[config.mk]
export PLATFORM = sky130hd
export DESIGN_NAME = mux4_decoder4_unit_flat
export DESIGN_NICKNAME = d
export VERILOG_FILES = /design/src/rtl/mux4_decoder4_unit_if.sv /design/src/rtl/mux4_decoder4_unit.sv /design/src/flat_wrapper.sv
export SDC_FILE = /design/constraint.sdc
export NUM_CORES = 1
export LEC_CHECK = 0
export ABC_AREA = 1
export CAP_MARGIN = 30
export CORE_AREA = 2 2 39 41
export CTS_BUF_LIST = sky130_fd_sc_hd__clkbuf_8
export DETAILED_ROUTE_END_ITERATION = 16
export DIE_AREA = 0 0 41 43
export PLACE_DENSITY = 0.55
export SYNTH_ARGS = -nofsm -noshare
export SYNTH_HDL_FRONTEND = slang
export SYNTH_SLANG_ARGS = --single-unit
export TNS_END_PERCENT = 20
[constraint.sdc]
create_clock -name clk -period 0.8 [get_ports clk]
set_input_delay 0.16 -clock clk [delete_from_list [all_inputs] [get_ports clk]]
set_output_delay 0.16 -clock clk [all_outputs]
set_load 0.005 [all_outputs]
[src/rtl/mux4_decoder4_unit_if.sv]
// Bus bundle for the 4:1 mux / 2-to-4 decoder unit.
// The master drives enable, data, select and code; the slave (the unit) returns
// the combinational and registered results.
interface mux4_decoder4_unit_if;
    localparam int unsigned DATA_W = 4;
    localparam int unsigned SEL_W  = 2;
    localparam int unsigned DEC_W  = 4;

    logic              en;
    logic [DATA_W-1:0] in;
    logic [SEL_W-1:0]  sel;
    logic [SEL_W-1:0]  code;
    logic              out_m;
    logic              o0;
    logic              o1;
    logic              o2;
    logic              o3;
    logic              out_m_q;
    logic [DEC_W-1:0]  dec_q;

    modport master (
        output en, in, sel, code,
        input  out_m, o0, o1, o2, o3, out_m_q, dec_q
    );

    modport slave (
        input  en, in, sel, code,
        output out_m, o0, o1, o2, o3, out_m_q, dec_q
    );
endinterface

[src/rtl/mux4_decoder4_unit.sv]
// 4:1 bit multiplexer plus 2-to-4 one-hot decoder.
// Both results are available immediately and as a clock-aligned copy that is
// captured under en. Reset clears only the registered copies; the
// combinational results keep tracking their inputs during reset.
module mux4_decoder4_unit (
    input  logic                 clk,
    input  logic                 rst,
    mux4_decoder4_unit_if.slave  bus
);
    localparam int unsigned DATA_W = 4;
    localparam int unsigned SEL_W  = 2;
    localparam int unsigned DEC_W  = 4;

    logic              out_m_c;
    logic [DEC_W-1:0]  dec_c;
    logic              out_m_d;
    logic              out_m_q;
    logic [DEC_W-1:0]  dec_d;
    logic [DEC_W-1:0]  dec_q;
    logic [DATA_W-1:0] data;
    logic [SEL_W-1:0]  sel;
    logic [SEL_W-1:0]  code;

    assign data = bus.in;
    assign sel  = bus.sel;
    assign code = bus.code;

    // Mux: pick one data bit by select.
    always_comb begin
        out_m_c = 1'b0;
        unique case (sel)
            2'b00: out_m_c = data[0];
            2'b01: out_m_c = data[1];
            2'b10: out_m_c = data[2];
            2'b11: out_m_c = data[3];
            default: out_m_c = 1'b0;
        endcase
    end

    // Decoder: exactly one line high for every code; there is no idle state.
    always_comb begin
        dec_c = '0;
        unique case (code)
            2'b00: dec_c = 4'b0001;
            2'b01: dec_c = 4'b0010;
            2'b10: dec_c = 4'b0100;
            2'b11: dec_c = 4'b1000;
            default: dec_c = '0;
        endcase
    end

    // Next-state: capture the live results when enabled, otherwise hold.
    always_comb begin
        out_m_d = out_m_q;
        dec_d   = dec_q;
        if (bus.en) begin
            out_m_d = out_m_c;
            dec_d   = dec_c;
        end
    end

    // Registered copies; all-zero decoder value marks reset only.
    always_ff @(posedge clk or posedge rst) begin
        if (rst) begin
            out_m_q <= 1'b0;
            dec_q   <= '0;
        end else begin
            out_m_q <= out_m_d;
            dec_q   <= dec_d;
        end
    end

    assign bus.out_m   = out_m_c;
    assign bus.o0      = dec_c[0];
    assign bus.o1      = dec_c[1];
    assign bus.o2      = dec_c[2];
    assign bus.o3      = dec_c[3];
    assign bus.out_m_q = out_m_q;
    assign bus.dec_q   = dec_q;
endmodule

[src/flat_wrapper.sv]
// flat-port wrapper written by rule: the top's interface ports become plain ports
module mux4_decoder4_unit_flat 
  (clk, rst, bus_en, bus_in, bus_sel, bus_code, bus_out_m, bus_o0, bus_o1, bus_o2, bus_o3, bus_out_m_q, bus_dec_q);
  mux4_decoder4_unit_if bus_i ();
  input  logic clk;
  input  logic rst;
  input wire logic [$bits(bus_i.en)-1:0] bus_en;
  input wire logic [$bits(bus_i.in)-1:0] bus_in;
  input wire logic [$bits(bus_i.sel)-1:0] bus_sel;
  input wire logic [$bits(bus_i.code)-1:0] bus_code;
  output wire logic [$bits(bus_i.out_m)-1:0] bus_out_m;
  output wire logic [$bits(bus_i.o0)-1:0] bus_o0;
  output wire logic [$bits(bus_i.o1)-1:0] bus_o1;
  output wire logic [$bits(bus_i.o2)-1:0] bus_o2;
  output wire logic [$bits(bus_i.o3)-1:0] bus_o3;
  output wire logic [$bits(bus_i.out_m_q)-1:0] bus_out_m_q;
  output wire logic [$bits(bus_i.dec_q)-1:0] bus_dec_q;
  assign bus_i.en = bus_en;
  assign bus_i.in = bus_in;
  assign bus_i.sel = bus_sel;
  assign bus_i.code = bus_code;
  assign bus_out_m = bus_i.out_m;
  assign bus_o0 = bus_i.o0;
  assign bus_o1 = bus_i.o1;
  assign bus_o2 = bus_i.o2;
  assign bus_o3 = bus_i.o3;
  assign bus_out_m_q = bus_i.out_m_q;
  assign bus_dec_q = bus_i.dec_q;
  mux4_decoder4_unit u_core (.clk(clk), .rst(rst), .bus(bus_i));
endmodule
==> key figures <==
Critical path
  • CP max stage cell: dfrtp_1
  • WP buf/inv: 1
  • Worst reg2reg path depth: 4
  • Worst Path Max Fanout: 2
  • R2r endpoint: u_core.bus.dec_q[0]
  • Setup crit start kind: register
  • Highest cell delay on the worst timing path: 370 ps
  • CP Cell Sequence: buf_2
  • Flop-to-flop setup slack: -10 ps
  • CP required: 640 ps
  • CP endpoint kind: primary output
  • Critical R2R Launch: u_core.bus.dec_q[0]
  • Worst Setup Path Type: reg2out
  • CP arrival: 730 ps
  • Top Family by Delay on Critical Path: flip-flops

Clock network
  • CTS sink cnt: 5
  • CTS clk-pin slew, worst paths: 40 ps
  • H-tree levels: 1
  • Worst skew pair latency: 220 ps
  • CTS root buf: clkbuf_8
  • TritonCTS clock tree: done
  • Clock Path Buffers: 2
  • Num CTS Buffers: 3

Routing
  • Iteration count of the initial detailed-routing pass: 2
  • Vias per cell: 3.75
  • Drt drc: 0
  • Final wirelength: 849 µm
  • DR vias: 356
  • Final ANT Viol Nets: 0
  • Initial DRC count: 4
  • Drt wl/cell: 8.94 µm

Final layout
  • Post-layout util: 46.1%
  • Nets: 91
  • Design area: 638 µm²
  • Area Overhead vs Synth: 143%
  • Finished Layout Cells: 95
  • Share of cells above drive strength 1: 64.6%
  • Commonest non-fill, non-tap cell in the layout: buf_4
  • N_diodes: 0
  • FILL cells: 152
  • Most frequent cells in the layout: 18 x buf_4, 13 x nand2_1, 10 x buf_2, 5 x inv_1, 5 x dfrtp_1

Floorplanning
  • Starting density of the core: 19.0%
  • IO Pins: 21
  • Core area: 1380 µm²
  • Die area: 1760 µm²
  • Number of core rows: 14
  • Die extent in x: 41 µm
  • Die Y: 43 µm

Placement
  • GP Congestion: 0.640
  • DP HPWL: 583 µm
  • DP Area: 558 µm²
  • Placed cell count: 83
  • IO Port Bufs: 20

Timing
  • Final hold vios: 0
  • Layout Skew: 0 ps
  • Measured slew at the worst slew-check pin: 203 ps
  • Fin worst setup slack: -85.1 ps
  • Setup TNS Final: -398 ps
  • Fin. max-slew vios: 0
  • Final Cycle Share: 111%
  • Fin Hold WS: 144 ps
  • RSZ-0062 raised after global routing: true
  • Min cycle time layout: 885 ps
  • Slew headroom: 86.4%
  • Finish-stage setup viols: 7
  • Peak Freq: 1130 MHz

Synth
  • Warnings from Yosys: 0
  • Synth Net Count: 48
  • Mapped cell area: 263 µm²
  • Mapped Cells: 37
  • Synth unique cells: 10
  • Register bit total from synthesis: 5
  • Register area share after synthesis: 47.6%
  • Mean Syn Cell Area: 7.10 µm²

Run status
  • Failing checks: setup timing
  • Outcome: complete, but fails checks

Power
  • Pwr/cell area: 1590 nW/µm²
  • VDD IR max: 0.610 mV
  • Leak: 0.384 nW

GRT
  • Aggregate global-route resource usage: 12.7%
  • Grt ovf: 0
  • Largest net degree at the start of global routing: 7
  • First-pass GRT wire length: 1480 µm
  • Vias in the first global route: 367
  • Initial antenna violation count: 0

Flow run
  • Max Cap Viol: 0

Hold path
  • Hold/Removal Path Class: in2async
-- sequential cells by signal, indices dropped and copies added, names as in the netlist --
register and count:
u_core.bus.dec_q 4, u_core.bus.out_m_q 1
-- synthesized netlist by cell type --
library cell  number  area, µm²
and2_1             1       6.26
dfrtp_1            5        125
inv_1              6       22.5
inv_2              1       3.75
nand2_1           17       63.8
nand3_1            2       10.0
nand3_2            1       10.0
nor2_1             1       3.75
nor2_2             2       12.5
o21ai_1            1       5.00
-- metrics by stage --
stage | total power [mW] | setup WS (ps)
after floorplan | 0.347 | 183
after global placement | 0.532 | -776
after detailed placement | 0.534 | -825
after CTS | 1.02 | -90.7
after global routing | 1.07 | -113
final | 1.02 | -85.1
-- layout make-up --
class	count	area [µm²]	share of cell area, %
inverters	7	26.3	4.12
repair buffers	38	290	45.5
flip-flops and latches	5	125	19.6
clock buffers	3	41.3	6.47
clock inverters	1	3.75	0.588
multi-input cells	25	131	20.6
well taps	16	20.0	3.14
-- routing by layer --
| metal | share of wire (%) | GRT usage (%) | vias to the layer above |
|---|---|---|---|
| met5 | 0 | 0 | - |
| met3 | 7.5 | 4.71 | 2 |
| met2 | 50 | 19.1 | 11 |
| met1 | 41 | 14.3 | 150 |
| li1 | - | - | 193 |
| met4 | 1.2 | 8.00 | 0 |
-- how the worst max path moves through the flow --
| stage | start | to | slack, ps | cells past startpoint |
|---|---|---|---|---|
| finish | u_core.bus.dec_q[2] | bus_dec_q[2] | -90 | 1 |
| global route | u_core.bus.dec_q[2] | bus_dec_q[2] | -110 | 1 |
| CTS | u_core.bus.dec_q[2] | bus_dec_q[2] | -90 | 1 |
| detailed placement | bus_sel[0] | bus_out_m | -830 | 5 |
| global placement | bus_sel[0] | bus_out_m | -780 | 5 |
| floorplan | bus_sel[0] | bus_out_m | 180 | 4 |
-- kinds of logic after synthesis --
kind of cell    Yosys count  share of synthesized area [%]
compound gates            1                           1.90
simple gates             24                           40.5
buf+inv                   7                           10.0
flops                     5                           47.6
-- power breakdown --
part / internal (mW) / total [mW] / switching [mW]
combinational: 0.170 / 0.270 / 0.0997
clock: 0.330 / 0.462 / 0.132
sequential: 0.276 / 0.286 / 0.00962
-- what timing repair did --
item | 4_1_cts | 5_1_grt
cloned | 0 | 0
resized for setup | 76 | 3
endpoints found under the setup margin | 15 | 12
hold buffers | 0 | 0
setup buffers | 8 | 0
pin swaps | 11 | 2
(Power assumes the default switching activity.)
